<file path="src/rtl/cache_arbiter_pkg.sv">
// lc3b_types: shared types for the cache/pmem arbiter.
//   lc3b_line   - one 128-bit cache line
//   lc3b_addr   - 16-bit line address
//   arb_state_t - arbiter FSM states (also the encoding seen on dbg_state)
//   arb_owner_t - which cache currently owns the pmem port
// Optional feature macro ARB_ROUND_ROBIN_EN is consumed by cache_arbiter_ctrl.
package lc3b_types;

  typedef logic [127:0] lc3b_line;
  typedef logic [15:0]  lc3b_addr;

  typedef enum logic [1:0] {
    IDLE    = 2'd0,
    BUSY_I  = 2'd1,
    BUSY_D  = 2'd2,
    RELEASE = 2'd3
  } arb_state_t;

  typedef enum logic {
    OWN_I = 1'b0,
    OWN_D = 1'b1
  } arb_owner_t;

  function automatic logic arb_is_busy(input arb_state_t s);
    return (s == BUSY_I) || (s == BUSY_D);
  endfunction

endpackage

</file>
<file path="src/rtl/cache_arbiter_ctrl.sv">
// cache_arbiter_ctrl: FSM, arbitration policy and grant decode for cache_arbiter.
//   clk, reset     - clock, asynchronous active-high reset
//   i_req_i        - I-cache request level (I_pmem_read)
//   i_req_d        - D-cache request level (D_pmem_read | D_pmem_write)
//   i_pmem_resp    - physical memory completion pulse
//   o_grant        - combinational: a grant is issued this cycle (IDLE only)
//   o_grant_d      - combinational: winner of that grant is D (0 = I)
//   o_state        - current arb_state_t encoding (also used for debug)
// Policy:
//   default             - D beats I, except when the starvation counter has
//                         reached STARVE_LIMIT (non-zero), in which case I wins.
//   ARB_ROUND_ROBIN_EN  - on a tie the side that did not own last wins; no
//                         starvation counter is built.
module cache_arbiter_ctrl
  import lc3b_types::*;
#(
  parameter int unsigned STARVE_LIMIT = 3
) (
  input  logic       clk,
  input  logic       reset,
  input  logic       i_req_i,
  input  logic       i_req_d,
  input  logic       i_pmem_resp,
  output logic       o_grant,
  output logic       o_grant_d,
  output logic [1:0] o_state
);

  arb_state_t r_state;
  arb_state_t w_next;
  arb_owner_t w_win;
  logic       w_grant;
  logic       w_i_wins_tie;

  // Grant decode and next state. Requests are only sampled in IDLE; anything
  // raised during BUSY_*/RELEASE simply waits at its level.
  always_comb begin
    w_next  = r_state;
    w_grant = 1'b0;
    w_win   = OWN_D;
    case (r_state)
      IDLE: begin
        w_grant = i_req_i | i_req_d;
        if (i_req_i && !i_req_d) begin
          w_win = OWN_I;
        end else if (i_req_i && i_req_d) begin
          w_win = w_i_wins_tie ? OWN_I : OWN_D;
        end
        if (w_grant) begin
          w_next = (w_win == OWN_I) ? BUSY_I : BUSY_D;
        end
      end
      BUSY_I, BUSY_D: begin
        if (i_pmem_resp) begin
          w_next = RELEASE;
        end
      end
      RELEASE: w_next = IDLE;
      default: w_next = IDLE;
    endcase
  end

  always_ff @(posedge clk or posedge reset) begin
    if (reset) begin
      r_state <= IDLE;
    end else begin
      r_state <= w_next;
    end
  end

`ifdef ARB_ROUND_ROBIN_EN
  arb_owner_t r_rr_last;

  assign w_i_wins_tie = (r_rr_last == OWN_D);

  always_ff @(posedge clk or posedge reset) begin
    if (reset) begin
      r_rr_last <= OWN_I;
    end else if (w_grant) begin
      r_rr_last <= w_win;
    end
  end
`else
  localparam int CNT_W = (STARVE_LIMIT < 1) ? 1 : $clog2(STARVE_LIMIT + 1);
  localparam logic [CNT_W-1:0] LIMIT = CNT_W'(STARVE_LIMIT);

  logic [CNT_W-1:0] r_starve_cnt;

  // With STARVE_LIMIT == 0 the counter never leaves 0 and never forces I.
  assign w_i_wins_tie = (STARVE_LIMIT != 0) && (r_starve_cnt == LIMIT);

  always_ff @(posedge clk or posedge reset) begin
    if (reset) begin
      r_starve_cnt <= '0;
    end else if (w_grant) begin
      if (w_win == OWN_I) begin
        r_starve_cnt <= '0;
      end else if (i_req_i && (r_starve_cnt != LIMIT)) begin
        r_starve_cnt <= r_starve_cnt + 1'b1;
      end
    end
  end
`endif

  assign o_grant   = w_grant;
  assign o_grant_d = (w_win == OWN_D);
  assign o_state   = r_state;

endmodule

</file>
<file path="src/rtl/cache_arbiter.sv">
// cache_arbiter: shares the single pmem port between I-cache and D-cache.
// One 128-bit line transaction at a time; request fields are latched at grant
// and held on pmem_* until pmem_resp.
// Handshake: each cache holds its request level until its X_pmem_resp pulse;
// pmem holds pmem_read/pmem_write seen from us until it pulses pmem_resp for
// one cycle. The arbiter then spends one RELEASE cycle so the cache can drop
// its request before the next IDLE sample.
// Ports:
//   clk, reset                                   - clock, async active-high reset
//   I_pmem_read/address, I_pmem_rdata/resp       - I-cache side
//   D_pmem_read/write/address/wdata,
//   D_pmem_rdata/resp                            - D-cache side
//   pmem_resp/rdata, pmem_read/write/address/wdata - physical memory side
//   dbg_state                                    - arb_state_t encoding
// Parameter STARVE_LIMIT: D grants with I waiting before I is forced (0 = off).
// Macro ARB_ROUND_ROBIN_EN: replaces fixed D priority with round-robin.
module cache_arbiter
  import lc3b_types::*;
#(
  parameter int unsigned STARVE_LIMIT = 3
) (
  input  logic         clk,
  input  logic         reset,
  input  logic         I_pmem_read,
  input  logic [15:0]  I_pmem_address,
  output logic [127:0] I_pmem_rdata,
  output logic         I_pmem_resp,
  input  logic         D_pmem_read,
  input  logic         D_pmem_write,
  input  logic [15:0]  D_pmem_address,
  input  logic [127:0] D_pmem_wdata,
  output logic [127:0] D_pmem_rdata,
  output logic         D_pmem_resp,
  input  logic         pmem_resp,
  input  logic [127:0] pmem_rdata,
  output logic         pmem_read,
  output logic         pmem_write,
  output logic [15:0]  pmem_address,
  output logic [127:0] pmem_wdata,
  output logic [1:0]   dbg_state
);

  logic       w_grant;
  logic       w_grant_d;
  logic [1:0] w_state;
  logic       w_busy;
  logic       w_busy_i;
  logic       w_busy_d;

  logic       r_read;
  logic       r_write;
  lc3b_addr   r_addr;
  lc3b_line   r_wdata;

  cache_arbiter_ctrl #(
    .STARVE_LIMIT(STARVE_LIMIT)
  ) u_ctrl (
    .clk        (clk),
    .reset      (reset),
    .i_req_i    (I_pmem_read),
    .i_req_d    (D_pmem_read | D_pmem_write),
    .i_pmem_resp(pmem_resp),
    .o_grant    (w_grant),
    .o_grant_d  (w_grant_d),
    .o_state    (w_state)
  );

  assign w_busy_i = (arb_state_t'(w_state) == BUSY_I);
  assign w_busy_d = (arb_state_t'(w_state) == BUSY_D);
  assign w_busy   = arb_is_busy(arb_state_t'(w_state));

  // Transaction registers. Loaded once at grant so the caches may wiggle
  // their inputs during BUSY without disturbing pmem. A D read+write is
  // served as a write only.
  always_ff @(posedge clk or posedge reset) begin
    if (reset) begin
      r_read  <= 1'b0;
      r_write <= 1'b0;
      r_addr  <= '0;
      r_wdata <= '0;
    end else if (w_grant) begin
      if (!w_grant_d) begin
        r_read  <= 1'b1;
        r_write <= 1'b0;
        r_addr  <= I_pmem_address;
        r_wdata <= '0;
      end else begin
        r_read  <= D_pmem_read & ~D_pmem_write;
        r_write <= D_pmem_write;
        r_addr  <= D_pmem_address;
        r_wdata <= D_pmem_wdata;
      end
    end else if (w_busy && pmem_resp) begin
      r_read  <= 1'b0;
      r_write <= 1'b0;
    end
  end

  assign pmem_read    = r_read;
  assign pmem_write   = r_write;
  assign pmem_address = r_addr;
  assign pmem_wdata   = r_wdata;

  // Completion reaches only the owner, and only while BUSY: a stray
  // pmem_resp in IDLE or RELEASE goes nowhere.
  assign I_pmem_resp  = pmem_resp & w_busy_i;
  assign D_pmem_resp  = pmem_resp & w_busy_d;
  assign I_pmem_rdata = pmem_rdata;
  assign D_pmem_rdata = pmem_rdata;

  assign dbg_state    = w_state;

endmodule

</file>
<file path="config.mk">
export PLATFORM = sky130hd
export DESIGN_NAME = cache_arbiter
export DESIGN_NICKNAME = d
export VERILOG_FILES = /design/src/rtl/cache_arbiter_pkg.sv /design/src/rtl/cache_arbiter_ctrl.sv /design/src/rtl/cache_arbiter.sv
export SDC_FILE = /design/constraint.sdc
export NUM_CORES = 1
export LEC_CHECK = 0
export ABC_CLOCK_PERIOD_IN_PS = 7200
export BUFFER_PORTS_ARGS = -buffer_cell sky130_fd_sc_hd__buf_2
export CAP_MARGIN = 10
export CORE_AREA = 4 4 274 276
export DETAILED_ROUTE_END_ITERATION = 16
export DIE_AREA = 0 0 278 280
export GPL_TIMING_DRIVEN = 1
export MAX_ROUTING_LAYER = met4
export SLEW_MARGIN = 20
export SYNTH_ARGS = -nofsm -noshare
export SYNTH_HDL_FRONTEND = slang
export SYNTH_SLANG_ARGS = --single-unit
</file>
<file path="constraint.sdc">
create_clock -name clk -period 7.2 [get_ports clk]
set_input_delay 1.44 -clock clk [delete_from_list [all_inputs] [get_ports clk]]
set_output_delay 1.44 -clock clk [all_outputs]
set_load 0.02 [all_outputs]
</file>
== After elaboration in Yosys (flattened, before gate mapping) ==
Index checks and enable logic that the tools add are counted.

* Bits of input ports: 294
* Output and inout bits: 406
* Bits in registers: 150
* Word-level logic and storage cells: 51

* $add $sub $neg: 1
* Reduce and logical (&&, ||, !) cells: 11
* Eq/ne operators: 8
* Bitwise logic cells: 6
* Multiplexer cells: 19

{| class="wikitable"
|+ Operators by type and width
! operator !! number
|-
| $mux W128 || 1
|-
| $mux W16 || 1
|-
| $mux W1 || 11
|-
| $mux W2 || 5
|-
| $eq A2 B2 Y1 const B || 3
|-
| $pmux W2 S3 || 1
|-
| $logic_and A1 B1 Y1 || 4
|-
| $ne A2 B1 Y1 const B || 2
|-
| $ne A2 B2 Y1 const B || 2
|-
| $reduce_and A2 Y1 || 2
|-
| $and A1 B1 Y1 || 3
|-
| $add A2 B1 Y2 const B || 1
|-
| $eq A2 B1 Y1 const B || 1
|-
| $logic_not A2 Y1 || 1
|-
| $or A1 B1 Y1 || 2
|-
| $reduce_bool A2 Y1 || 1
|-
| $reduce_or A2 Y1 || 1
|-
| $logic_not A1 Y1 || 1
|-
| $logic_or A1 B1 Y1 || 1
|-
| $not A1 Y1 || 1
|}

== Logic depth before layout (Yosys ltp) ==
Gate-level depths: netlist (run 1).

* Word-level depth: 8
* Mapped depth: 7
* Mapped depth without buffers: 5

== Hierarchy ==
A second synthesis (run 1) with hierarchy kept.

* Cells, all modules: 911
* Area, all modules: 8066.5 sq um

{| class="wikitable"
|+ By module, submodules not included
! module !! area each (sq um) !! sequential area each (sq um) !! cells an instance !! times used
|-
| cache_arbiter || 7825.0 || 3653.5 || 886 || 1
|-
| cache_arbiter_ctrl || 241.5 || 100.1 || 25 || 1
|}

== Worst setup path before layout (run 1) ==
No wires, ideal clock.

* Path kind: input to output
* Start point: input port pmem_resp
* End point: output port D_pmem_resp
* Path slack: 4104 ps
* Arrival: 1656 ps
* Data required time: 5760 ps
* Buffers on the path: 0
* Stages: 1
* Path through: and2_1

* Longest elaborated chain between the ends: 1

{| class="wikitable"
|+ RTL lines
! what !! line !! source
|-
| from (decl) || cache_arbiter.sv:34 || <nowiki>input logic pmem_resp,</nowiki>
|-
| $and A1 B1 Y1 || cache_arbiter.sv:107 || <nowiki>assign D_pmem_resp = pmem_resp & w_busy_d;</nowiki>
|-
| to (decl) || cache_arbiter.sv:33 || <nowiki>output logic D_pmem_resp,</nowiki>
|}

Every way passes these cells.

== Final worst setup path (run 1) ==
Ends and elaborated chain as after synthesis.

==> impl_metrics.ini, run 1 <==
[synth]
syn_area_per_cell_um2 = 11.7
synth_nets = 973
synth-seq-cells = 150
syn_inst = 674
synth_edf_count = 0
yosys_warnings = 0
netlist_area_um2 = 7910
ys_types = 36
synth-main-ff-cell = dfrtp_1
synth-seq-area-share_pct = 47.5
async_reset_ff_share_pct = 100

[worst_hold_path]
hold_end = u_ctrl.r_starve_cnt[1]$_DFFE_PP0P_
whs_path_depth = 2
hp-start = u_ctrl.r_starve_cnt[1]$_DFFE_PP0P_
hold_class = register to register

[clocking]
cts-root-buf = clkbuf_16
cts_made_buffers = 17
cts.sinks = 150
post_cts_buffers = 0
clkTransAtPathRegs_ns = 0.07
cts_tree = built
clk_latency_ns = 0.47
cts_repair_resize_count = 0
htree_levels = 4
clockBufferDepth = 2
cts_hold_buf = 0

[route]
wl_um = 26600
dr.pass1.iters = 4
wire_per_inst_um = 15.7
drtIter0Drc = 180
viasPerCell = 3.06
ant_nets = 0
drc = 0
num_vias = 5193

[grt]
grt_pass1_wl_um = 37600
antenna_found_initial = 6
grt_pass1_vias = 5562
grt_usage_pct = 6.90
grt_max_degree = 94
grt_overflow_total = 0

[floorplan]
initial_utilization_pct = 10.9
rows = 99
die_height_um = 280
die_area_um2 = 77800
ios = 700
core-area_um2 = 72600
die_w_um = 278

[flow_run]
max-cap-violations = 0

[critical_path]
arrival_ns = 1.88
slowest_stage = and2_1
critical_path.most_common_cell = buf_2
crit_fanout = 4
r2r_cells = 6
worst_ep_required_time_ns = 5.76
slowest_delay_ns = 0.16
end_kind = primary output
reg2reg_to = pmem_wdata[91]$_DFFE_PP0P_
worstReg2RegStart = u_ctrl.o_state[0]$_DFFE_PP0P_
path_cells = buf_2, and2_1, buf_2
crit_type = input pin to primary output
rrSetupSlack_ns = 4.27
crit_start = pmem_resp
start_kind = input pin

[sta]
relSlewSlack_pct = 30.2
tightestPinTransition_ns = 1.05
max_freq_ghz = 0.301
hold_viol = 0
fin_crit_sh_pct = 46.1
period_needed_ns = 3.32
maxSlewViolCount = 0
finalSetupViolCount = 0
rsz0062_at_grt = no
finClkSkew_ns = 0.0167
tns_ns = 0

[power]
ir_drop_mv = 0.247
power_density_nw_per_um2 = 475
leakage_nw = 4.21

[finish]
layout-drive-gt1-share_pct = 58.1
final_cells = 1695
multi_input_area_um2 = 1800
nets = 1017
area.sequential_um2 = 3750
fillers = 8300
area_delta_synth_final_pct = 13.5

[place]
port_buffers = 315
routabilityCongestion = 0.832
dp.cells = 1658
dpl.hpwl_um = 20300

[run_status]
status = completed
[Yosys cell counts (all sizes together), types with 3 or more instances]
cell | count | area (µm²)
dfrtp | 150 | 3750
and2 | 3 | 20.0
a22o | 128 | 1200
ha | 5 | 62.6
a21oi | 17 | 85.1
buf | 293 | 2320
a31oi | 16 | 100
inv | 4 | 15.0
nor2 | 16 | 60.1
nand2 | 5 | 18.8
o21ai | 17 | 85.1
[critical path, delay by kind of cell]
family                 cells  cell delay, ns
and+or+nand+nor            1            0.16
buffers and inverters      2            0.28
[sequential cells by signal, summed over array words and instances (netlist names)]
signal,cells
pmem_address,16
pmem_read,1
pmem_wdata,128
pmem_write,1
u_ctrl.o_state,2
u_ctrl.r_starve_cnt,2
[per-layer routing]
metal	track usage (%)	up-vias	wire [µm]
met2	10.5	438	12300
met4	5.61	0	1780
met1	6.29	2449	9010
li1	-	2203	-
met5	-	-	0
met3	3.92	103	3510
[placed cells by master, fill, tap and decap left out, drive strengths merged, types with 2 or more instances in the layout]
master	count
buf	320
dfrtp	150
a22o	128
a21oi	17
clkbuf	17
o21ai	17
a31oi	16
nor2	16
inv	9
clkinv	8
diode	5
nand2	5
ha	5
and2	3
nand3	2
o22ai	2
clkinvlp	2
[how the worst max path moves through the flow]
stage / endpoint / slack, ns / cells past startpoint
after floorplan: pmem_address[0]$_DFFE_PP0P_ / 1.72 / 1
after global placement: pmem_wdata[114]$_DFFE_PP0P_ / 3.68 / 5
after detailed placement: pmem_wdata[124]$_DFFE_PP0P_ / 3.58 / 5
after CTS: D_pmem_resp / 3.88 / 3
after global routing: D_pmem_resp / 3.87 / 3
final: D_pmem_resp / 3.88 / 3
[stage by stage]
step	utilization (%)	cell area (µm²)	power (mW)	hold WS (ns)	setup slack [ns]
5_1_grt	12.4	8970	4.54	0.512	3.87
3_3_place_gp	11.6	8390	3.34	0.455	3.68
4_1_cts	12.3	8960	4.36	0.504	3.88
2_1_floorplan	-	7910	2.99	0.443	1.72
3_5_place_dp	11.6	8390	3.41	0.485	3.58
6_report	12.4	8970	4.26	0.496	3.88
[final cells by class]
cell class | instances | area share, %
Multi-Input combinational cell | 225 | 20.1
Clock inverter | 15 | 1.62
Antenna cell | 5 | 0.139
Clock buffer | 17 | 4.74
Sequential cell | 150 | 41.8
Inverter | 4 | 0.223
Tap cell | 959 | 13.4
Timing Repair Buffer | 320 | 18.0
[power breakdown]
group	switching [mW]	total, mW	internal (mW)
Clock	0.440	0.895	0.456
Sequential	0.222	1.45	1.23
Combinational	1.17	1.91	0.740
Total	1.84	4.26	2.42
[logic make-up (layout without fill, tap and decap cells)]
| logic type | after synthesis | after routing | synth area share (%) |
|---|---|---|---|
| simple gates | 29 | 29 | 1.60 |
| buf+inv | 299 | 356 | 29.7 |
| mux | 2 | 2 | 0.269 |
| compound gates | 189 | 189 | 20.1 |
| fa+ha+maj | 5 | 5 | 0.791 |
| flops | 150 | 150 | 47.5 |
| other cells | 0 | 5 | 0 |
(Power assumes the default switching activity.)
==> inputs of run 2 (changes only) <==
- ABC_AREA: default -> 1
- ABC_CLOCK_PERIOD_IN_PS: 7200 -> 3400
- CORE_AREA: 4 4 274 276 -> 4 4 269 271
- DIE_AREA: 0 0 278 280 -> 0 0 273 275
- clock period: 7.2 -> 3.4 ns (I/O delays scaled with it)
==> run 2 against run 1 <==
Global-route usage is 0.60 points higher. Hold slack worse by 0.12 ns. Power is 120% higher. Design area is 8.2% higher. Clock skew is 0.0079 ns higher. Combinational power is 120% higher. Non-clock buffer count is 17 higher. Sequential share of layout area is 3.2 points lower.
==> impl_metrics.ini, run 2 <==
[run_status]
status = completed

[clocking]
htree_levels = 4
cts.sinks = 150
cts-root-buf = clkbuf_16
post_cts_buffers = 0
clkTransAtPathRegs_ns = 0.07
cts_repair_resize_count = 0
cts_hold_buf = 0
clk_latency_ns = 0.47
cts_tree = built
clockBufferDepth = 2
cts_made_buffers = 17

[critical_path]
path_cells = inv_1, ha_1, nand2_1, inv_2, nand2_4, buf_12, nand3_1, nand2_1
arrival_ns = 2.58
cp_top_family = buffers and inverters
critical_path.most_common_cell = nand2_1
slowest_delay_ns = 0.44
start_kind = register
crit_fanout = 77
end_kind = register
crit_type = register to register
slowest_stage = inv_2
worst_ep_required_time_ns = 3.75
crit_buf_inv = 3

[place]
placed_area_um2 = 9120
routabilityCongestion = 0.716
port_buffers = 315
dpl.hpwl_um = 20900

[sta]
hold_viol = 0
maxSlewViolCount = 0
period_needed_ns = 2.23
rsz0062_at_grt = no
fin_crit_sh_pct = 65.5
max_freq_ghz = 0.449
relSlewSlack_pct = 39.0
tightestPinTransition_ns = 0.914
tns_ns = 0
finalSetupViolCount = 0
finClkSkew_ns = 0.0245

[power]
switching_share_pct = 45.0
ir_drop_mv = 0.356
switching_power_mw = 4.17
p_seq_share_pct = 33.3
comb_power_share_pct = 45.7
p_int_mw = 5.09
leakage_nw = 5.27
power_density_nw_per_um2 = 953
clkPwrFrac_pct = 21.0

[synth]
synth-seq-area-share_pct = 45.3
async_reset_ff_share_pct = 100
synth-seq-cells = 150
ys_types = 14
synth_most_common_cell = nand2_1
yosys_warnings = 0
syn_inst = 1005
synth_nets = 1304
netlist_area_um2 = 8290
synth_top_cell_by_area = dfrtp_1
syn_area_per_cell_um2 = 8.25
synthTopCellsByArea = dfrtp_1, buf_4, nand2_1
synth_edf_count = 0
synthTopCellsByCount = nand2_1, buf_4, nand3_1
synth-main-ff-cell = dfrtp_1
synth_top_area_share_pct = 45.3

[grt]
grt_overflow_total = 0
grt_pass1_vias = 6396
grt_pass1_wl_um = 39600
antenna_found_initial = 4
grt_max_degree = 78
grt_usage_pct = 7.50

[flow_run]
max-cap-violations = 0

[route]
ant_nets = 0
viasPerCell = 3.14
wire_per_inst_um = 13.9
drc = 0
drtIter0Drc = 206
wl_um = 28000
dr.pass1.iters = 4
num_vias = 6311

[finish]
finish.utilization_pct = 13.9
layout-drive-gt1-share_pct = 34.9
nets = 1355
largest_reg_flops = 128
multi_input_area_um2 = 2180
fin_area_um2 = 9710
final_common_cell = nand2_1
fillers = 7952
area_delta_synth_final_pct = 17.2
area.sequential_um2 = 3750
layout_common_cells = nand2_1, buf_2, nand3_1

[floorplan]
die_area_um2 = 75100
die_w_um = 273
core-area_um2 = 69800
ios = 700
rows = 97
die_height_um = 275
initial_utilization_pct = 11.9

[worst_hold_path]
hold_class = input pin to async pin
run 2: final timing paths:
check,startpoint,to,slack [ns],depth (start not counted)
hold reg to reg,pmem_wdata[26]$_DFFE_PP0P_,pmem_wdata[26]$_DFFE_PP0P_,0.47,2
setup / recovery,u_ctrl.o_state[0]$_DFFE_PP0P_,pmem_wdata[3]$_DFFE_PP0P_,1.17,8
setup reg to reg,u_ctrl.o_state[0]$_DFFE_PP0P_,pmem_wdata[3]$_DFFE_PP0P_,1.17,8
min in group clk,D_pmem_wdata[115],pmem_wdata[115]$_DFFE_PP0P_,0.43,3
max in group asynchronous,reset,pmem_wdata[21]$_DFFE_PP0P_,2.29,3
hold / removal,reset,pmem_wdata[78]$_DFFE_PP0P_,0.38,2
run 2: cells by family (layout without fill, tap and decap cells):
logic type	Yosys count	in the layout	synth area share (%)
adder cells (fa/ha/maj)	5	5	0.755
flip-flops	150	150	45.3
AND/OR/NAND/NOR	492	492	24.7
AO/OA/AOI/OAI	7	7	0.619
other	0	4	0
buffers and inverters	351	415	28.6
run 2: area by class of cell:
cell class,instances,area share [%]
tap,940,12.1
antenna,4,0.103
inverter,46,1.84
timing repair buffer,337,18.8
clock buffer,21,4.74
sequential,150,38.7
clock inverter,11,1.28
multi-input combinational,504,22.4
run 2: through the flow:
step	cells	hold WS [ns]	total power [mW]	worst slack, ns
floorplan	1005	0.446	6.23	0.831
global placement	1977	0.458	7.36	1.22
detailed placement	1977	0.460	7.43	1.19
CTS	2009	0.360	9.48	1.20
global route	2013	0.384	10.0	1.03
finish	2013	0.381	9.26	1.17
run 2: worst register-to-register path, delay by kind of cell (launching register included):
family                     cells  cell delay (ns)
and+or+nand+nor                4             0.66
adders and majority gates      1             0.27
DFF                            1             0.41
buffers and inverters          3             0.78
run 2: metal layers:
metal  wire (µm)  vias to the layer above  GRT usage, %
li1            -                     2973             -
met1       10800                     2750          7.39
met2       11400                      454          10.2
met3        3940                      134          5.26
met4        1890                        0          5.84
met5           0                        -             -
run 2: power groups by stage:
stage               Combinational [mW]  Sequential [mW]  Clock, mW
floorplan                         2.12             4.11          0
global route                      4.72             3.19       2.13
finish                            4.23             3.08       1.94
global placement                  4.26             3.10          0
detailed placement                4.34             3.09          0
CTS                               4.33             3.08       2.07
==> inputs of run 3 (changes only) <==
- ABC_AREA: 1 -> 0
- ABC_CLOCK_PERIOD_IN_PS: 3400 -> 1800
- clock period: 3.4 -> 1.8 ns (I/O delays scaled with it)
==> run 3 against run 2 <==
Cell count decreased by 15%. Clock-buffer cell count down 3. Combinational power increased by 120%. Power increased by 100%. Sequential share of layout area is 0.16 points lower. Critical path type is now register to primary output. Critical endpoint is now I_pmem_resp. Highest routed layer unchanged.
==> impl_metrics.ini, run 3 (synthesis gave the netlist of run 1 again) <==
[run_status]
status = completed

[finish]
finish.utilization_pct = 14.0
final_common_cell = buf_2
layout-drive-gt1-share_pct = 61.2
fillers = 7841
multi_input_area_um2 = 1890
area.sequential_um2 = 3750
area_delta_synth_final_pct = 23.3
layout_common_cells = buf_2, dfrtp_1, a22o_1
largest_reg_flops = 128
nets = 1062

[clocking]
clkTransAtPathRegs_ns = 0.08
cts-root-buf = clkbuf_16
cts.sinks = 150
cts_tree = built
htree_levels = 4
clk_latency_ns = 0.48
clockBufferDepth = 2
cts_made_buffers = 17

[critical_path]
crit_type = register to primary output
reg2reg_to = pmem_wdata[75]$_DFFE_PP0P_
slowest_stage = dfrtp_1
critical_path.most_common_cell = buf_6
rrSetupSlack_ns = 0.04
cp_top_family = flip-flops
path_cells = inv_2, buf_6, ha_4, and2_4, buf_6
arrival_ns = 1.42
end_kind = primary output
crit_start = u_ctrl.o_state[1]$_DFFE_PP0P_
crit_buf_inv = 3
slowest_delay_ns = 0.39
worst_ep_required_time_ns = 1.44
worstReg2RegStart = u_ctrl.o_state[0]$_DFFE_PP0P_
worstSetupEndpoint = I_pmem_resp
cp.depth = 5
start_kind = register
crit_fanout = 3
r2r_cells = 8

[route]
ant_nets = 0
drtIter0Drc = 217
viasPerCell = 3.12
top_layer = met4
wire_per_inst_um = 15.8
wl_met3_um = 3410
dr.pass1.iters = 4
wl_um = 27100
num_vias = 5354
wl_met2_um = 12300
drc = 0
wl_met1_um = 9880

[sta]
hold_viol = 0
fin_crit_sh_pct = 98.9
tightestPinTransition_ns = 0.997
relSlewSlack_pct = 33.5
maxSlewViolCount = 0
max_freq_ghz = 0.562
period_needed_ns = 1.78
finClkSkew_ns = 0.0148
rsz0062_at_grt = yes
timing.final.ws_setup_ns = 0.0205
finalSetupViolCount = 0

[place]
port_buffers = 315
routabilityCongestion = 0.829
place_ws_ns = 0.0209
dpl.hpwl_um = 18500

[grt]
grt_overflow_total = 0
grt_pass1_vias = 5532
grt_usage_pct = 6.56
grt_pass1_wl_um = 34900
antenna_found_initial = 1
grt_max_degree = 69

[floorplan]
ios = 700
rows = 97
initial_utilization_pct = 11.3
die_w_um = 273
die_area_um2 = 75100
die_height_um = 275
core-area_um2 = 69800

[power]
ir_drop_mv = 0.706
power_density_nw_per_um2 = 1910
fin_total_pwr_mw = 18.6
leakage_nw = 4.59

[worst_hold_path]
hp-start = D_pmem_wdata[124]
hold_class = input pin to register

[flow_run]
max-cap-violations = 0
[run 3: changes by cell type in the layout (fill, tap and decap cells not counted), moves of 16 or more]
cell     change
nand2_1    -318
nand3_1    -160
a22o_1      +63
a22o_2      +58
inv_1       -42
a31oi_1     +16
[run 3: metal layers]
metal  global-route usage, %  up-vias
li1                        -     2296
met1                    6.20     2514
met2                    9.71      426
met3                    4.20      118
met4                    4.71        0
met5                       -        -
[run 3: repair_timing]
| action | CTS | global route |
|---|---|---|
| cloned | 0 | 12 |
| buffers inserted | 2 | 10 |
| gates resized for setup | 15 | 20 |
| hold endpoints to repair | 4 | 0 |
| endpoints found under the setup margin | 2 | 132 |
| hold buffers | 1 | 0 |
| pin swaps | 1 | 4 |
[run 3: layout make-up]
type                    count  area share [%]
diodes                      1          0.0257
clock buffers              18            4.50
clock inverters            14            1.45
inverters                   4           0.192
multi-input cells         225            19.4
flip-flops and latches    150            38.5
well taps                 940            12.1
repair buffers            365            23.9
[run 3: per-stage QoR]
| stage | area (µm²) | TNS, ns | std cells | hold slack, ns |
|---|---|---|---|---|
| floorplan | 7910 | -67.35 | 674 | 0.443 |
| global placement | 8630 | 0 | 1659 | 0.328 |
| detailed placement | 8630 | 0 | 1659 | 0.328 |
| CTS | 9290 | -0.0647 | 1694 | 0.0261 |
| global route | 9750 | -0.290 | 1717 | 0.0520 |
| finish | 9750 | 0 | 1717 | 0.102 |
[run 3: power by group]
part	internal (mW)	switching (mW)
registers	4.91	0.840
clock network	1.97	1.69
logic	4.09	5.09
[run 3: worst min path at each step]
stage                                         endpoint  slack (ns)  cells after the start
finish                     pmem_wdata[124]$_DFFE_PP0P_        0.10                      2
global route               pmem_wdata[119]$_DFFE_PP0P_        0.05                      2
CTS                        pmem_wdata[124]$_DFFE_PP0P_        0.03                      2
detailed placement          pmem_wdata[52]$_DFFE_PP0P_        0.33                      2
global placement            pmem_wdata[52]$_DFFE_PP0P_        0.33                      2
floorplan           u_ctrl.r_starve_cnt[1]$_DFFE_PP0P_        0.44                      2
